### src/rtl/ysyx_pkg.sv
// Shared ysyx definitions: build-wide defaults, the ROB tag-width rule and the ROB entry record.
// The entry payload width follows `YSYX_XLEN, so ROB instances use the default XLEN.
`ifndef YSYX_XLEN
`define YSYX_XLEN 32
`endif
`ifndef YSYX_ROB_SIZE
`define YSYX_ROB_SIZE 8
`endif

package ysyx_pkg;

  localparam int XLEN_DEFAULT     = `YSYX_XLEN;
  localparam int ROB_SIZE_DEFAULT = `YSYX_ROB_SIZE;
  localparam int NUM_ARCH_REGS    = 32;

  // Tag = entry index + 1, so one extra bit keeps tag 0 free for "no producer".
  function automatic int tag_width(input int rob_size);
    return $clog2(rob_size) + 1;
  endfunction

  localparam int ROB_TW_DEFAULT = tag_width(ROB_SIZE_DEFAULT);

  typedef struct packed {
    logic [4:0]              rd;
    logic [XLEN_DEFAULT-1:0] pc;
    logic [XLEN_DEFAULT-1:0] pnpc;
    logic [31:0]             inst;
    logic [XLEN_DEFAULT-1:0] result;
    logic [XLEN_DEFAULT-1:0] npc;
    logic                    busy;
    logic                    done;
  } rob_entry_t;

endpackage

### src/rtl/ysyx_rob_rat.sv
// Register rename table: one producer tag per architectural register, 0 = value is in the RF.
// Supports a full clear (flush), a conditional clear (commit) and a set (allocation, which wins).
module ysyx_rob_rat
  import ysyx_pkg::*;
#(
  parameter int TW = ROB_TW_DEFAULT
) (
  input  logic          clock,
  input  logic          reset,
  input  logic          clear_all,
  input  logic          set_en,
  input  logic [4:0]    set_rd,
  input  logic [TW-1:0] set_tag,
  input  logic          clr_en,
  input  logic [4:0]    clr_rd,
  input  logic [TW-1:0] clr_tag,
  input  logic [4:0]    rs1,
  input  logic [4:0]    rs2,
  output logic [TW-1:0] tag1,
  output logic [TW-1:0] tag2
);

  logic [TW-1:0] rat_q [NUM_ARCH_REGS];
  logic [TW-1:0] rat_d [NUM_ARCH_REGS];

  // NOTE: the whole next-state array is defaulted to the current state first, so no path leaves it unassigned (no latch).
  always_comb begin
    rat_d = rat_q;
    if (clear_all) begin
      for (int i = 0; i < NUM_ARCH_REGS; i++) rat_d[i] = '0;
    end else begin
      if (clr_en && (rat_q[clr_rd] == clr_tag)) rat_d[clr_rd] = '0;
      // Applied after the clear so a same-cycle rename of the committing rd survives.
      if (set_en && (set_rd != 5'd0)) rat_d[set_rd] = set_tag;
    end
  end

  // NOTE: state registers use non-blocking assignments so every flop samples the pre-edge values.
  always_ff @(posedge clock or posedge reset) begin
    if (reset) begin
      for (int i = 0; i < NUM_ARCH_REGS; i++) rat_q[i] <= '0;
    end else begin
      rat_q <= rat_d;
    end
  end

  // x0 is never renamed, so rat_q[0] stays zero.
  assign tag1 = rat_q[rs1];
  assign tag2 = rat_q[rs2];

endmodule

### src/rtl/ysyx_rob.sv
// Reorder buffer: in-order allocation and commit, out-of-order writeback, operand rename lookup
// and mispredict flush when a committing entry's resolved next PC differs from its prediction.
`ifndef YSYX_XLEN
`define YSYX_XLEN 32
`endif
`ifndef YSYX_ROB_SIZE
`define YSYX_ROB_SIZE 8
`endif

module ysyx_rob
  import ysyx_pkg::*;
#(
  parameter  int ROB_SIZE = `YSYX_ROB_SIZE,
  parameter  int XLEN     = `YSYX_XLEN,
  localparam int TW       = tag_width(ROB_SIZE)
) (
  input  logic            clock,
  input  logic            reset,
  input  logic            alloc_valid,
  output logic            alloc_ready,
  input  logic [4:0]      alloc_rd,
  input  logic [XLEN-1:0] alloc_pc,
  input  logic [XLEN-1:0] alloc_pnpc,
  input  logic [31:0]     alloc_inst,
  output logic [TW-1:0]   alloc_dest,
  input  logic [4:0]      rs1,
  input  logic [4:0]      rs2,
  output logic [TW-1:0]   qj,
  output logic [TW-1:0]   qk,
  output logic [XLEN-1:0] vj,
  output logic [XLEN-1:0] vk,
  input  logic            wb_valid,
  input  logic [TW-1:0]   wb_dest,
  input  logic [XLEN-1:0] wb_result,
  input  logic [XLEN-1:0] wb_npc,
  output logic            rf_wen,
  output logic [4:0]      rf_rd,
  output logic [XLEN-1:0] rf_wdata,
  output logic            commit_valid,
  output logic [XLEN-1:0] commit_pc,
  output logic [31:0]     commit_inst,
  output logic            flush,
  output logic [XLEN-1:0] flush_pc
);

  localparam int IW = TW - 1;
  typedef logic [IW-1:0] idx_t;

  rob_entry_t    entries_q [ROB_SIZE];
  rob_entry_t    entries_d [ROB_SIZE];
  idx_t          head_q, head_d, tail_q, tail_d;
  logic [TW-1:0] count_q, count_d;

  rob_entry_t    head_e;
  logic          commit_fire, mispredict, alloc_fire, wb_hit;
  idx_t          wb_idx, src1_idx, src2_idx;
  logic [TW-1:0] commit_tag, src1_tag, src2_tag;

  assign head_e      = entries_q[head_q];
  assign commit_fire = head_e.busy & head_e.done;
  assign mispredict  = commit_fire & (head_e.npc != head_e.pnpc);
  assign commit_tag  = {1'b0, head_q} + TW'(1);

  // Only registered count is used: a commit in this cycle does not open a slot until the next one.
  assign alloc_ready = (count_q < TW'(ROB_SIZE)) & ~mispredict;
  assign alloc_fire  = alloc_valid & alloc_ready;
  assign alloc_dest  = {1'b0, tail_q} + TW'(1);

  assign wb_idx = idx_t'(wb_dest - TW'(1));
  assign wb_hit = wb_valid & (wb_dest != '0) & (wb_dest <= TW'(ROB_SIZE)) & entries_q[wb_idx].busy;

  always_comb begin
    entries_d = entries_q;
    head_d    = head_q;
    tail_d    = tail_q;
    count_d   = count_q;
    if (mispredict) begin
      for (int i = 0; i < ROB_SIZE; i++) entries_d[i] = '0;
      head_d  = '0;
      tail_d  = '0;
      count_d = '0;
    end else begin
      if (alloc_fire) begin
        entries_d[tail_q] = '{rd: alloc_rd, pc: alloc_pc, pnpc: alloc_pnpc, inst: alloc_inst,
                              result: '0, npc: '0, busy: 1'b1, done: 1'b0};
        tail_d = tail_q + idx_t'(1);
      end
      if (wb_hit) begin
        entries_d[wb_idx].done   = 1'b1;
        entries_d[wb_idx].result = wb_result;
        entries_d[wb_idx].npc    = wb_npc;
      end
      if (commit_fire) begin
        entries_d[head_q].busy = 1'b0;
        entries_d[head_q].done = 1'b0;
        head_d = head_q + idx_t'(1);
      end
      case ({alloc_fire, commit_fire})
        2'b10:   count_d = count_q + TW'(1);
        2'b01:   count_d = count_q - TW'(1);
        default: count_d = count_q;
      endcase
    end
  end

  // NOTE: the entry array is reset in full; busy/done must clear immediately, and zeroing the payload keeps it deterministic.
  always_ff @(posedge clock or posedge reset) begin
    if (reset) begin
      for (int i = 0; i < ROB_SIZE; i++) entries_q[i] <= '0;
      head_q  <= '0;
      tail_q  <= '0;
      count_q <= '0;
    end else begin
      entries_q <= entries_d;
      head_q    <= head_d;
      tail_q    <= tail_d;
      count_q   <= count_d;
    end
  end

  ysyx_rob_rat #(.TW(TW)) u_rat (
    .clock     (clock),
    .reset     (reset),
    .clear_all (mispredict),
    .set_en    (alloc_fire),
    .set_rd    (alloc_rd),
    .set_tag   (alloc_dest),
    .clr_en    (commit_fire),
    .clr_rd    (head_e.rd),
    .clr_tag   (commit_tag),
    .rs1       (rs1),
    .rs2       (rs2),
    .tag1      (src1_tag),
    .tag2      (src2_tag)
  );

  // A done producer forwards its result; a pending one hands out its tag.
  assign src1_idx = idx_t'(src1_tag - TW'(1));
  assign src2_idx = idx_t'(src2_tag - TW'(1));

  always_comb begin
    qj = '0;
    vj = '0;
    if ((src1_tag != '0) && entries_q[src1_idx].busy) begin
      if (entries_q[src1_idx].done) vj = entries_q[src1_idx].result;
      else                          qj = src1_tag;
    end
  end

  always_comb begin
    qk = '0;
    vk = '0;
    if ((src2_tag != '0) && entries_q[src2_idx].busy) begin
      if (entries_q[src2_idx].done) vk = entries_q[src2_idx].result;
      else                          qk = src2_tag;
    end
  end

  assign commit_valid = commit_fire;
  assign commit_pc    = head_e.pc;
  assign commit_inst  = head_e.inst;
  assign rf_wen       = commit_fire & (head_e.rd != 5'd0);
  assign rf_rd        = head_e.rd;
  assign rf_wdata     = head_e.result;
  assign flush        = mispredict;
  assign flush_pc     = head_e.npc;

endmodule
### config.mk
export PLATFORM = sky130hd
export DESIGN_NAME = ysyx_rob
export DESIGN_NICKNAME = d
export VERILOG_FILES = /design/src/rtl/ysyx_pkg.sv /design/src/rtl/ysyx_rob_rat.sv /design/src/rtl/ysyx_rob.sv
export SDC_FILE = /design/constraint.sdc
export NUM_CORES = 2
export LEC_CHECK = 0
export CAP_MARGIN = 20
export CORE_ASPECT_RATIO = 2
export CORE_MARGIN = 4
export CORE_UTILIZATION = 60
export DETAILED_ROUTE_END_ITERATION = 10
export PLACE_DENSITY = 0.8
export SYNTH_ARGS = -nofsm -noshare
export SYNTH_HDL_FRONTEND = slang
export SYNTH_SLANG_ARGS = --single-unit
export TNS_END_PERCENT = 10
### constraint.sdc
create_clock -name clock -period 56.3 [get_ports clock]
set_input_delay 5.63 -clock clock [delete_from_list [all_inputs] [get_ports clock]]
set_output_delay 5.63 -clock clock [all_outputs]
set_load 0.01 [all_outputs]
======== Word-level counts from Yosys, hierarchy flattened ========
Cells that the tools add are included.
word-level totals
  flip-flop bits (word level) ............. 1474
  bits of input ports ..................... 183
  output and inout bits ................... 213
  logic and storage cells ................. 233
operators by class
  add/subtract/negate cells ............... 9
  order comparisons ....................... 16
  equality and inequality tests ........... 4
  mux-type cells .......................... 68
  bitwise operators ....................... 20
  reduce and logical (&&, ||, !) cells .... 17
operator list
  cell                                                      number
  bitwise mux 1336 bit                                      6
  2-to-1 mux 1336 bit                                       6
  demux 167 bit (select 3 bit)                              6
  binary-select mux 167 bit (select 3 bit)                  4
  2-to-1 mux 128 bit                                        4
  2-to-1 mux 167 bit                                        3
  2-to-1 mux 66 bit                                         5
  AND 128 bit                                               1
  bitwise mux 128 bit                                       1
  2-to-1 mux 32 bit                                         4
  inverter 128 bit                                          1
  binary-select mux 4 bit (select 5 bit)                    3
  2-to-1 mux 4 bit                                          13
  demux 4 bit (select 5 bit)                                2
  2-to-1 mux 34 bit                                         1
  != test 32 bit                                            1
  greater-or-equal comparator 6 bit, second input constant  4
  inverter 5 -> 6 bit                                       4
  greater-or-equal comparator 4 bit, second input constant  5
  inverter 3 -> 4 bit                                       5
  < comparator 4 x 1 -> 1 bit, second input constant        3
  < comparator 6 x 1 -> 1 bit, second input constant        2
  2-to-1 mux 3 bit                                          4
  nonzero test 4 bit                                        3
  other kinds (19)                                          43

======== Longest topological paths before layout ========
  depth after elaboration ................. 20
  gate-level depth with buffers ........... 20
  gate-level depth less buffers ........... 15

======== Cells and area by module ========
Synthesis repeated with hierarchy kept, for this count alone.
second synthesis, totals
  cell total of the unflattened synthesis .. 8638
  area, all modules ....................... 82755.6 µm²
modules (own cells, without submodules)
  module        instances  cells an instance  area an instance (µm²)  seq. area each (µm²)
  ysyx_rob      1          7806               73295.3                 33682.3
  ysyx_rob_rat  1          832                9460.3                  3203.1

======== Worst setup path after synthesis ========
No wires, ideal clock.
  kind .................................... in2out
  start ................................... in rs1[0]
  end ..................................... out vj[10]
  arrival ................................. 10.615 ns
  required time ........................... 50.670 ns
  path slack .............................. 40.055 ns
  stages on the path ...................... 15
  path buffers ............................ 8
  cell sequence ........................... clkbuf_1 > buf_2 > mux4_2 > mux4_2 > mux2i_2 > buf_2 > buf_2 > buf_2 > ha_1 > buf_1 > clkbuf_1 > clkbuf_1 > mux4_2 > mux2i_1 > nor2_1
between the ends
  cells in the longest elaborated chain, start to end .. 11
  elaborated cells between the ends (all ways) .. 13
  those cells by class .................... add/sub (1); mux (8); bitwise (2); reduce/logical (2)
RTL lines
  element                                                  line                              source
  start, declared                                          ysyx_rob.sv:26                    input logic [4:0] rs1,
  inverter 5 -> 6 bit (implied by the code) (*)            ysyx_rob_rat.sv:48                assign tag1 = rat_q[rs1];
  binary-select mux 4 bit (select 5 bit) (*)               ysyx_rob_rat.sv:48
  2-to-1 mux 4 bit (implied by the code) (*) (2 in a row)  ysyx_rob_rat.sv:48
  subtractor 3 x 1 -> 3 bit                                ysyx_rob.sv:138                   assign src1_idx = idx_t'(src1_tag - TW'(1));
  inverter 3 -> 4 bit (implied by the code)                ysyx_rob.sv:144, ysyx_rob.sv:145
  binary-select mux 167 bit (select 3 bit)                 ysyx_rob.sv:144, ysyx_rob.sv:145
  2-to-1 mux 66 bit (implied by the code) (2 in a row)     ysyx_rob.sv:145                   if (entries_q[src1_idx].done) vj = entries_q[src1_idx].result;
  2-to-1 mux 32 bit or logical AND 1 bit (tied branches)   ysyx_rob.sv:145, ysyx_rob.sv:144
  2-to-1 mux 32 bit (*)                                    ysyx_rob.sv:144                   if ((src1_tag != '0) && entries_q[src1_idx].busy) begin
  end, declared                                            ysyx_rob.sv:30                    output logic [XLEN-1:0] vj,
Mark *: on every way between the ends. The rest lies on a longest branch, timed or not. The select of a mux whose other input is x is not followed.

======== Final worst setup path ========
  start ................................... in rs2[1]
  end ..................................... out vk[7]
between the ends
  cells in the longest elaborated chain, start to end .. 11
  elaborated cells between the ends (all ways) .. 13
  those cells by class .................... add/sub (1); mux (8); bitwise (2); reduce/logical (2)
RTL lines
  element                                                  line                              source
  start, declared                                          ysyx_rob.sv:27                    input logic [4:0] rs2,
  inverter 5 -> 6 bit (implied by the code) (*)            ysyx_rob_rat.sv:49                assign tag2 = rat_q[rs2];
  binary-select mux 4 bit (select 5 bit) (*)               ysyx_rob_rat.sv:49
  2-to-1 mux 4 bit (implied by the code) (*) (2 in a row)  ysyx_rob_rat.sv:49
  subtractor 3 x 1 -> 3 bit                                ysyx_rob.sv:139                   assign src2_idx = idx_t'(src2_tag - TW'(1));
  inverter 3 -> 4 bit (implied by the code)                ysyx_rob.sv:153, ysyx_rob.sv:154
  binary-select mux 167 bit (select 3 bit)                 ysyx_rob.sv:153, ysyx_rob.sv:154
  2-to-1 mux 66 bit (implied by the code) (2 in a row)     ysyx_rob.sv:154                   if (entries_q[src2_idx].done) vk = entries_q[src2_idx].result;
  2-to-1 mux 32 bit or logical AND 1 bit (tied branches)   ysyx_rob.sv:154, ysyx_rob.sv:153
  2-to-1 mux 32 bit (*)                                    ysyx_rob.sv:153                   if ((src2_tag != '0) && entries_q[src2_idx].busy) begin
  end, declared                                            ysyx_rob.sv:31                    output logic [XLEN-1:0] vk,
Marks and branches as above.

==> metrics.md <==
| Metric | Value |
|---|---|
| Register area share after synthesis | `around half` |
| Endpoints failing setup | `0` |
| Clock power share | `22.3%` |
| Worst Hold Class | `reg -> reg` |
| Async SR Flop Fraction | `100%` |
| Sw Pwr | `1.76 mW` |
| Fraction of layout cells with a size suffix above 1 | `11.1%` |
| Main synth FF type | `dfrtp_1` |
| Synth Warn # | `0` |
| Max Clock Skew | `0.0279 ns` |
| Crit Path Max Fanout | `33` |
| Placed Area | `between 70000 and 80000 µm²` |
| Worst-path cell chain | `clkdlybuf4s50_1, buf_4, mux4_2, mux4_2, mux2i_1, ha_1, xor2_4, buf_4, mux2i_1, nand2b_1, buf_4, nor2_1, clkdlybuf4s50_1` |
| Top cells by area, synth | `dfrtp_1 49%, nand2_1 9.4%, mux4_2 9.0%, a21oi_1 5.8%, a22o_1 5.7%` |
| Worst-path clk slew | `around 0.060 ns` |
| Top cell type's share of synthesized area | `48.9%` |
| Mapped cell area | `between 70000 and 80000 µm²` |
| Core Footprint | `approximately 120000 µm²` |
| Synthesis-stage register bit count | `1474` |
| Post-synth EDFFs | `0` |
| Final TNS setup | `0 ns` |
| Slew of the pin with the lowest slew margin | `1.27 ns` |
| Clock Sinks | `between 1000 and 1500` |
| Die Footprint | `between 100000 and 150000 µm²` |
| Worst stage delay on the critical path | `0.78 ns` |
| Fin crit period | `16.80 ns` |
| Status | `finished, final reports clean` |
| Global-route wire length before repair | `441 mm` |
| Final Max Slew Viols | `0` |
| Dpl hpwl | `about 180 mm` |
| Clock H-tree levels | `4` |
| Crit start category | `input pin` |
| Worst-case clock buffer depth | `3` |
| RSZ-0062 raised after global routing | `false` |
| Die width | `259 µm` |
| Worst skew pair latency | `0.79 ns` |
| Crit Path Category | `in -> out` |
| Cell taking the most area after synthesis | `dfrtp_1` |
| Sw frac | `39.8%` |
| Place WS | `39.45 ns` |
| DR vias | `slightly below 70000` |
| Vias in the first global route | `67900` |
| Pleak | `between 30 and 40 nW` |
| Crit-path most repeated cell | `buf_4` |
| Maximum clock rate | `59.5 MHz` |
| CTS tree | `yes` |
| Max-slew headroom | `15.2%` |
| Area delta synth->final | `11.2%` |
| Flop pwr share | `40.0%` |
| Mapped Cells | `7533` |
| Max_cap viols | `0` |
| Final worst slack | `39.50 ns` |
| Die height | `509 µm` |
| Initial Util | `60.5%` |
| Finished Core Util | `between 60% and 70%` |
| Final antenna-violating net count | `0` |
| Logic gate share of total power | `a little under two fifths` |
| DRT Pass-1 Iters | `9` |
| DRC | `0` |
| Peak VDD IR | `0.0000430 V` |
| Initial DRC count | `9257` |
| Fillers | `9410` |
| DRT Wirelength | `300 mm` |
| Initial antenna violation count | `49` |
| TritonCTS Buffers | `133` |
| Final period utilization | `roughly 30%` |
| Largest net degree at the start of global routing | `189` |
| Clock root cell | `clkbuf_16` |
| Critical Path AT | `between 10 and 15 ns` |
| GP Congestion | `1.15` |
| Power per cell area | `52.7 nW/µm²` |
| Cell Int Power | `2.66 mW` |
| # IOs | `396` |
| GR Util All Layers | `44.9%` |
| WP data required | `50.67 ns` |
| IO buf count | `395` |
| WL per Instance | `32.6 µm` |
| Num rows | `~180` |
| Net count of the mapped netlist | `7725` |
| Mean post-synth cell area | `10.0 µm²` |
| Worst setup EP type | `output pin` |
| Total power draw | `4.42 mW` |
| # hold bufs at CTS | `0` |
| # resized after CTS | `0` |
| Vias/cell | `approximately 7.3` |
| Worst path slowest cell | `mux2i_1` |
| Nets@finish | `7567` |
| Total gr overflow | `0` |
| Final hold vios | `0` |
| Final instance area | `83800 µm²` |
| Count of cell types in the netlist | `85` |
| Post-CTS Setup Inserts | `0` |
## path summary, 6_finish.rpt
kind | start | endpoint | slack, ns | cells after the start
min in group asynchronous | reset | entries_q[1198] | 5.35 | 2
worst max register to register | head_q[2] | u_rat.rat_q[1] | 46.70 | 16
worst min register to register | entries_q[529] | entries_q[529] | 0.49 | 1
worst max-delay path | rs2[1] | vk[7] | 39.50 | 13
max in group asynchronous | reset | entries_q[1312] | 45.67 | 10
worst min-delay path | entries_q[529] | entries_q[529] | 0.49 | 1
## worst max-delay path, delay by kind of cell
kind | cells | cell delay, ns
muxes | 4 | 2.17
adders and majority gates | 1 | 0.45
buffers and inverters | 5 | 2.42
and+or+nand+nor | 2 | 0.28
xor gates and xnor gates | 1 | 0.16
## power by group through the flow
stage	sequential [mW]	combinational, mW	clock (mW)
floorplan	1.62	1.15	0
global placement	1.72	1.55	0
detailed placement	1.74	1.60	0
CTS	1.73	1.61	0.988
global route	1.79	1.75	1.03
finish	1.77	1.67	0.987
## registers in the layout, indices dropped and copies added, names as in the netlist
name and cells:
u_rat.rat_q 128, tail_q 3, head_q 3, entries_q 1336, count_q 4
## per-stage QoR
stage	hold WS [ns]	instances
2_1_floorplan	0.458	7533
3_3_place_gp	0.474	8896
3_5_place_dp	0.477	8896
4_1_cts	0.496	9133
5_1_grt	0.506	9153
6_report	0.495	9182
## metal layers
layer,track usage [%],part of all wire [%],vias to the layer above
met1,50.3,31,32700
met3,16.5,14,1998
met2,67.0,44,5804
met4,40.4,11,28
li1,-,-,26700
met5,0.658,0.054,-
## synthesized netlist by cell type (7+ instances only)
library cell     n
a221oi_1        95
and2_1          18
and3_1          41
nand2b_1        10
buf_4           86
ha_1             9
a22o_1         487
xnor2_1         27
clkbuf_2        10
xor2_1          26
nand3_1        278
o31ai_1          7
o21a_1           8
a221o_1         18
inv_1           20
mux2_2          73
o221ai_1        11
nor2b_1         19
nor3b_1          7
nand4_1         37
clkbuf_1       358
or3_1           14
o2111ai_1       10
o21ai_0        117
buf_2          225
a32o_1           7
nand2_1       1890
a21oi_1        877
dfrtp_1       1474
o21ai_1         14
mux2i_1        181
o22ai_1         81
mux4_2         301
a22oi_1        230
a222oi_1        18
buf_1          117
nand3b_1         7
nor3_1          11
buf_6           33
o2bb2ai_1       16
nor4_4          11
nor2_1         157
## placed cells by master (no fill, tap or decap), types with 10 or more instances in the layout
cell type / n
nand2_1: 1886
dfrtp_1: 1471
a21oi_1: 877
a22o_1: 487
clkdlybuf4s50_1: 393
mux4_2: 301
nand3_1: 273
a22oi_1: 230
mux2i_1: 180
nor2_1: 151
clkbuf_16: 140
buf_4: 126
o21ai_0: 117
a221oi_1: 95
o22ai_1: 81
mux2_2: 73
diode_2: 40
nand4_1: 37
and3_1: 30
xnor2_1: 27
clkbuf_1: 26
xor2_1: 24
clkbuf_8: 21
clkinv_2: 19
and2_1: 18
a221o_1: 18
a222oi_1: 18
inv_1: 17
o2bb2ai_1: 16
bufinv_16: 16
nor2b_1: 14
or3_1: 14
o21ai_1: 14
nor2_4: 12
o221ai_1: 11
nor4_4: 11
o2111ai_1: 10
## cell type report
class	instances	area [µm²]	area share, %
well taps	1665	2080	2.49
inverters	27	126	0.151
diodes	40	100	0.119
repair buffers	536	5220	6.22
clock inverters	50	746	0.890
clock buffers	187	3890	4.64
flip-flops and latches	1474	36900	44.0
multi-input cells	5203	34800	41.5
## cell families (layout without fill, tap and decap cells)
group | after synthesis | in the layout | share of synthesized area (%)
compound gates | 2050 | 2050 | 18.3
other cells | 0 | 40 | 0
xor+xnor | 53 | 53 | 0.616
simple gates | 2534 | 2534 | 14.1
fa+ha+maj | 9 | 9 | 0.149
buf+inv | 856 | 800 | 5.41
flops | 1474 | 1474 | 48.9
mux | 557 | 557 | 12.5
Note: power is estimated with default switching activity, not from simulation.
